`config.mk`:
```
export PLATFORM = sky130hd
export DESIGN_NAME = intersection_ctrl
export DESIGN_NICKNAME = d
export VERILOG_FILES = /design/src/rtl/tl_pkg.sv /design/src/rtl/phase_timer.sv /design/src/rtl/intersection_ctrl.sv
export SDC_FILE = /design/constraint.sdc
export NUM_CORES = 1
export LEC_CHECK = 0
export CAP_MARGIN = 20
export CORE_MARGIN = 5
export CORE_UTILIZATION = 47
export DETAILED_ROUTE_END_ITERATION = 7
export GPL_ROUTABILITY_DRIVEN = 1
export PLACE_DENSITY_LB_ADDON = 0.15
export SYNTH_ARGS = -nofsm -noshare
export SYNTH_HDL_FRONTEND = slang
export SYNTH_SLANG_ARGS = --single-unit
```
`constraint.sdc`:
```
create_clock -name CLK -period 2.41 [get_ports CLK]
set_input_delay 0.3615 -clock CLK [delete_from_list [all_inputs] [get_ports CLK]]
set_output_delay 0.3615 -clock CLK [all_outputs]
set_load 0.01 [all_outputs]
```
`src/rtl/tl_pkg.sv`:
```
// Shared definitions for the intersection controller: lamp encodings,
// controller state codes and default phase lengths.
package tl_pkg;

  // One-hot lamp encodings shared by both heads
  localparam logic [2:0] LT_GREEN  = 3'b001;
  localparam logic [2:0] LT_YELLOW = 3'b010;
  localparam logic [2:0] LT_RED    = 3'b100;

  // Default phase lengths in clock cycles
  localparam int T_MAIN_G_DEF = 10;
  localparam int T_SIDE_G_DEF = 10;
  localparam int T_YEL_DEF    = 3;
  localparam int T_ALLRED_DEF = 1;
  localparam int T_WALK_DEF   = 6;
  localparam int CW_DEF       = 5;

  // Controller states; code 7 is unused and recovers to main green
  typedef enum logic [2:0] {
    ST_MAIN_G = 3'd0,
    ST_MAIN_Y = 3'd1,
    ST_AR1    = 3'd2,
    ST_WALK   = 3'd3,
    ST_SIDE_G = 3'd4,
    ST_SIDE_Y = 3'd5,
    ST_AR2    = 3'd6
  } state_t;

endpackage

```
`src/rtl/phase_timer.sv`:
```
// Per-phase cycle counter: cleared on phase entry, counts up and holds at
// the supplied limit, flagging when the limit has been reached.
module phase_timer #(
  parameter int CW = 5
) (
  input  logic          CLK,
  input  logic          RST_N,
  input  logic          clr,
  input  logic [CW-1:0] limit,
  output logic [CW-1:0] cnt,
  output logic          done
);

  logic [CW-1:0] cnt_q;
  logic [CW-1:0] cnt_d;

  // Next count: restart on clear, otherwise advance until the limit is hit
  always_comb begin
    cnt_d = cnt_q;
    if (clr) begin
      cnt_d = '0;
    end else if (cnt_q != limit) begin
      cnt_d = cnt_q + CW'(1);
    end
  end

  // Count register
  always_ff @(posedge CLK or negedge RST_N) begin
    if (!RST_N) begin
      cnt_q <= '0;
    end else begin
      cnt_q <= cnt_d;
    end
  end

  assign cnt  = cnt_q;
  assign done = (cnt_q == limit);

endmodule

```
`src/rtl/intersection_ctrl.sv`:
```
// Two-road intersection controller with a latched pedestrian walk phase.
// Main road rests on green; lamps are a Moore decode of the state register.
module intersection_ctrl
  import tl_pkg::*;
#(
  parameter int T_MAIN_G = T_MAIN_G_DEF,
  parameter int T_SIDE_G = T_SIDE_G_DEF,
  parameter int T_YEL    = T_YEL_DEF,
  parameter int T_ALLRED = T_ALLRED_DEF,
  parameter int T_WALK   = T_WALK_DEF,
  parameter int CW       = CW_DEF
) (
  input  logic       CLK,
  input  logic       RST_N,
  input  logic       side_req,
  input  logic       ped_req,
  output logic [2:0] main_light,
  output logic [2:0] side_light,
  output logic       walk,
  output logic       ped_pending,
  output logic [2:0] state_dbg
);

  state_t        state_q;
  state_t        state_d;
  logic          ped_pending_q;
  logic          ped_pending_d;
  logic [CW-1:0] tmr_limit;
  logic [CW-1:0] tmr_cnt;
  logic          tmr_done;
  logic          tmr_clr;

  // Last timer value of each phase (phase of N cycles runs 0..N-1)
  always_comb begin
    tmr_limit = '0;
    case (state_q)
      ST_MAIN_G: tmr_limit = CW'(T_MAIN_G - 1);
      ST_MAIN_Y: tmr_limit = CW'(T_YEL - 1);
      ST_AR1:    tmr_limit = CW'(T_ALLRED - 1);
      ST_WALK:   tmr_limit = CW'(T_WALK - 1);
      ST_SIDE_G: tmr_limit = CW'(T_SIDE_G - 1);
      ST_SIDE_Y: tmr_limit = CW'(T_YEL - 1);
      ST_AR2:    tmr_limit = CW'(T_ALLRED - 1);
      default:   tmr_limit = '0;
    endcase
  end

  assign tmr_clr = (state_d != state_q);

  phase_timer #(.CW(CW)) u_timer (
    .CLK   (CLK),
    .RST_N (RST_N),
    .clr   (tmr_clr),
    .limit (tmr_limit),
    .cnt   (tmr_cnt),
    .done  (tmr_done)
  );

  // Next-state logic; main green waits on its saturated count plus a request
  always_comb begin
    state_d = state_q;
    case (state_q)
      ST_MAIN_G: if ((tmr_cnt == CW'(T_MAIN_G - 1)) && (side_req || ped_pending_q))
                   state_d = ST_MAIN_Y;
      ST_MAIN_Y: if (tmr_done) state_d = ST_AR1;
      ST_AR1:    if (tmr_done) state_d = ped_pending_q ? ST_WALK : ST_SIDE_G;
      ST_WALK:   if (tmr_done) state_d = side_req ? ST_SIDE_G : ST_AR2;
      ST_SIDE_G: if (tmr_done) state_d = ST_SIDE_Y;
      ST_SIDE_Y: if (tmr_done) state_d = ST_AR2;
      ST_AR2:    if (tmr_done) state_d = ST_MAIN_G;
      default:   state_d = ST_MAIN_G;
    endcase
  end

  // Pedestrian latch: entering the walk phase clears it and wins over a new press
  always_comb begin
    ped_pending_d = ped_pending_q;
    if ((state_d == ST_WALK) && (state_q != ST_WALK)) begin
      ped_pending_d = 1'b0;
    end else if (ped_req && (state_q != ST_WALK)) begin
      ped_pending_d = 1'b1;
    end
  end

  // State and pedestrian latch registers
  always_ff @(posedge CLK or negedge RST_N) begin
    if (!RST_N) begin
      state_q       <= ST_MAIN_G;
      ped_pending_q <= 1'b0;
    end else begin
      state_q       <= state_d;
      ped_pending_q <= ped_pending_d;
    end
  end

  // Lamp decode straight from the state register
  always_comb begin
    main_light = LT_RED;
    side_light = LT_RED;
    walk       = 1'b0;
    case (state_q)
      ST_MAIN_G: main_light = LT_GREEN;
      ST_MAIN_Y: main_light = LT_YELLOW;
      ST_SIDE_G: side_light = LT_GREEN;
      ST_SIDE_Y: side_light = LT_YELLOW;
      ST_WALK:   walk       = 1'b1;
      default:   main_light = LT_RED;
    endcase
  end

  assign ped_pending = ped_pending_q;
  assign state_dbg   = state_q;

endmodule
```
==> results.md <==
* Vias at 630
* Synthesized area at 641 sq um
* Final nets at 95
* Crit path capture type: output pin
* Clock-pin slew on the worst setup and hold paths at ~0.060 ns
* Grt total ovfl at 0
* CTS root buf: clkbuf_4
* Hold_buf cts at 0
* Ys Warns at 0
* Vias in the first global route at 570
* Status: finished clean
* Syn avg cell area at 8.90 sq um
* RSZ-0062 raised after global routing: false
* Die width at 46.9 microns
* Routed Antenna Nets at 0
* Number of CTS-inserted buffers at 3
* Setup Fix Bufs, Post-CTS at 0
* Synthesized instance count at 72
* Largest net degree at the start of global routing at 20
* Worst-path fanout max at 9
* H-tree depth at 1
* Clock tree buffer depth at 2
* Count of cell types in the netlist at 35
* Final hold violation count at 0
* Setup TNS at 0 ns
* CP max stage cell: clkdlybuf4s50_1
* Commonest non-fill, non-tap cell in the layout: clkdlybuf4s50_1
* Routed wl met3 at between 100 and 150 microns
* Util after Layout at between 60% and 70%
* Number of setup violations in the final report at 0
* Drt drc at 0
* Seq cells post-synth at 9
* Startpoint Class: register
* Peak VDD IR at 0.000756 V
* Iter 0 DRT Violations at 36
* Aggregate routed wire length at roughly 1.7 mm
* Max-cap violations at 0
* Setup Crit Path Kind: register to output pin
* Die Ht at 46.9 microns
* Total GRT Usage at 17.1%
* Post-layout min period at 2.13 ns
* Die ar. at 2200 sq um
* DRT Pass-1 Iters at 4
* Worst hold path type: input port to asynchronous set/reset pin
* Commonest cells after routing, fill and taps aside: 14 x clkdlybuf4s50_1, 9 x dfrtp_1, 7 x nor2_1, 5 x inv_1, 5 x nand3_1
* Final Skew at 0.00298 ns
* Area grow syn2layout at 27.5%
* Initial antenna violation count at 0
* Period Utilization, post-route at a little under 90%
* Sink Count at 9
* Worst Tran Pin Value at 0.534 ns
* Post_cts resized at 0
* Pwr/cell area at 1350 nW/um^2
* Core ar. at 1300 sq um
* Wl on met1 at roughly 720 microns
* Starting Density at slightly below 50%
* Fmax at 469 MHz
* WL/cell at about 16 microns
* Clock latency on the worst-skew pair at 0.26 ns
* Reg2Reg Depth at 5
* Register area share after synthesis at 35.2%
* Antenna diodes at 0
* Worst EP arrival at 1.77 ns
* CTS tree: yes
* Final Max Slew Viols at 0
* Via/cell ratio at 6.12
* Synth Net Count at 78
* CP Cell Sequence: inv_1 > nand2_1 > nor2_1 > clkdlybuf4s50_1
* Leak at roughly 0.35 nW
* IO Pins at 15
* Layout cells sized above 1 at 10.2%
* Global placer's final weighted congestion at 0.783
* FP Rows at 13
* Critical Path RT at 2.05 ns
* Post-Layout Cell Count at 103
* Critical path's largest stage delay at 0.54 ns
* Final HPWL DP at ~1.2 mm
* PortBufs at 14
* First-pass GRT wire length at around 2.6 mm
* Slew HR at 64.4%
* Top Metal Used: met4
* DR WL met2 at 799 microns
* DP Cell Count at 99
==> cells by family after synthesis <==
family	after synthesis	synth area share, %
AND/OR/NAND/NOR	32	28.3
AO/OA/AOI/OAI	20	25.6
flip-flops	9	35.2
buffers and inverters	7	4.30
XOR/XNOR	2	2.73
adder cells (fa/ha/maj)	2	3.91
==> through the flow <==
stage	worst slack, ns	instance area (sq um)	power (mW)	hold slack [ns]
CTS	0.269	817	1.10	0.400
detailed placement	0.419	791	0.969	0.609
global placement	0.463	791	0.956	0.593
finish	0.279	817	1.10	0.397
floorplan	0.645	641	0.739	0.0659
global route	0.141	817	1.19	0.409
==> state kept, by name, summed over array words and instances, names as in the netlist <==
| name | flops |
|---|---|
| state_dbg | 3 |
| u_timer.cnt | 5 |
| ped_pending | 1 |
==> per-layer routing <==
layer	vias to the layer above	GRT usage, %
met5	-	0
met2	25	26.3
met3	4	5.75
met4	0	4.97
li1	298	-
met1	303	22.8
==> layout make-up <==
class | count | area (sq um)
clock buffer | 4 | 26.3
fill | 123 | 484
inverter | 5 | 18.8
multi-input combinational | 56 | 388
sequential | 9 | 225
tap | 15 | 18.8
timing repair buffer | 14 | 140
==> critical path, delay by kind of cell, from the launching register on <==
kind          cells  cell delay (ns)
buf+inv           2             0.76
flops             1             0.48
simple gates      2             0.26
==> where the power goes <==
group	internal, mW	total [mW]	switching (mW)
registers	0.213	0.345	0.132
logic	0.310	0.635	0.325
clock network	0.0640	0.119	0.0549
==> synthesized netlist by cell type <==
cell,instances,area (sq um)
a21bo_2,1,10.0
a21boi_0,1,7.51
a21o_1,1,7.51
a21oi_1,4,20.0
a221o_1,1,10.0
a221oi_1,2,17.5
a22oi_4,1,21.3
a311oi_1,1,8.76
and3_1,2,12.5
and4bb_2,1,12.5
buf_2,1,5.00
clkbuf_1,1,3.75
dfrtp_1,9,225
ha_1,2,25.0
inv_1,5,18.8
nand2_1,4,15.0
nand2b_1,3,18.8
nand3_1,5,25.0
nand3b_1,1,7.51
nand3b_2,1,11.3
nor2_1,7,26.3
nor2b_1,2,12.5
nor3_1,3,15.0
nor3b_1,1,7.51
o2111ai_1,1,8.76
o21a_1,1,7.51
o21ai_0,1,5.00
o21ai_1,1,5.00
o21ai_2,1,8.76
o221ai_1,1,8.76
o22a_1,1,8.76
o2bb2ai_1,1,8.76
or3_1,1,6.26
or3_4,1,11.3
xor2_1,2,17.5
==> path summary, 6_finish.rpt <==
check / slack [ns] / start / to
max: 0.28 / state_dbg[1]$_DFF_PN0_ / main_light[0]
min: 0.40 / RST_N / state_dbg[1]$_DFF_PN0_
max reg2reg: 0.33 / state_dbg[0]$_DFF_PN0_ / state_dbg[1]$_DFF_PN0_
min reg2reg: 0.63 / u_timer.cnt[2]$_DFFE_PN0P_ / u_timer.cnt[2]$_DFFE_PN0P_
max in group asynchronous: 1.72 / RST_N / u_timer.cnt[4]$_DFFE_PN0P_
min in group CLK: 0.63 / u_timer.cnt[2]$_DFFE_PN0P_ / u_timer.cnt[2]$_DFFE_PN0P_
Note: power is estimated with default switching activity, not from simulation.
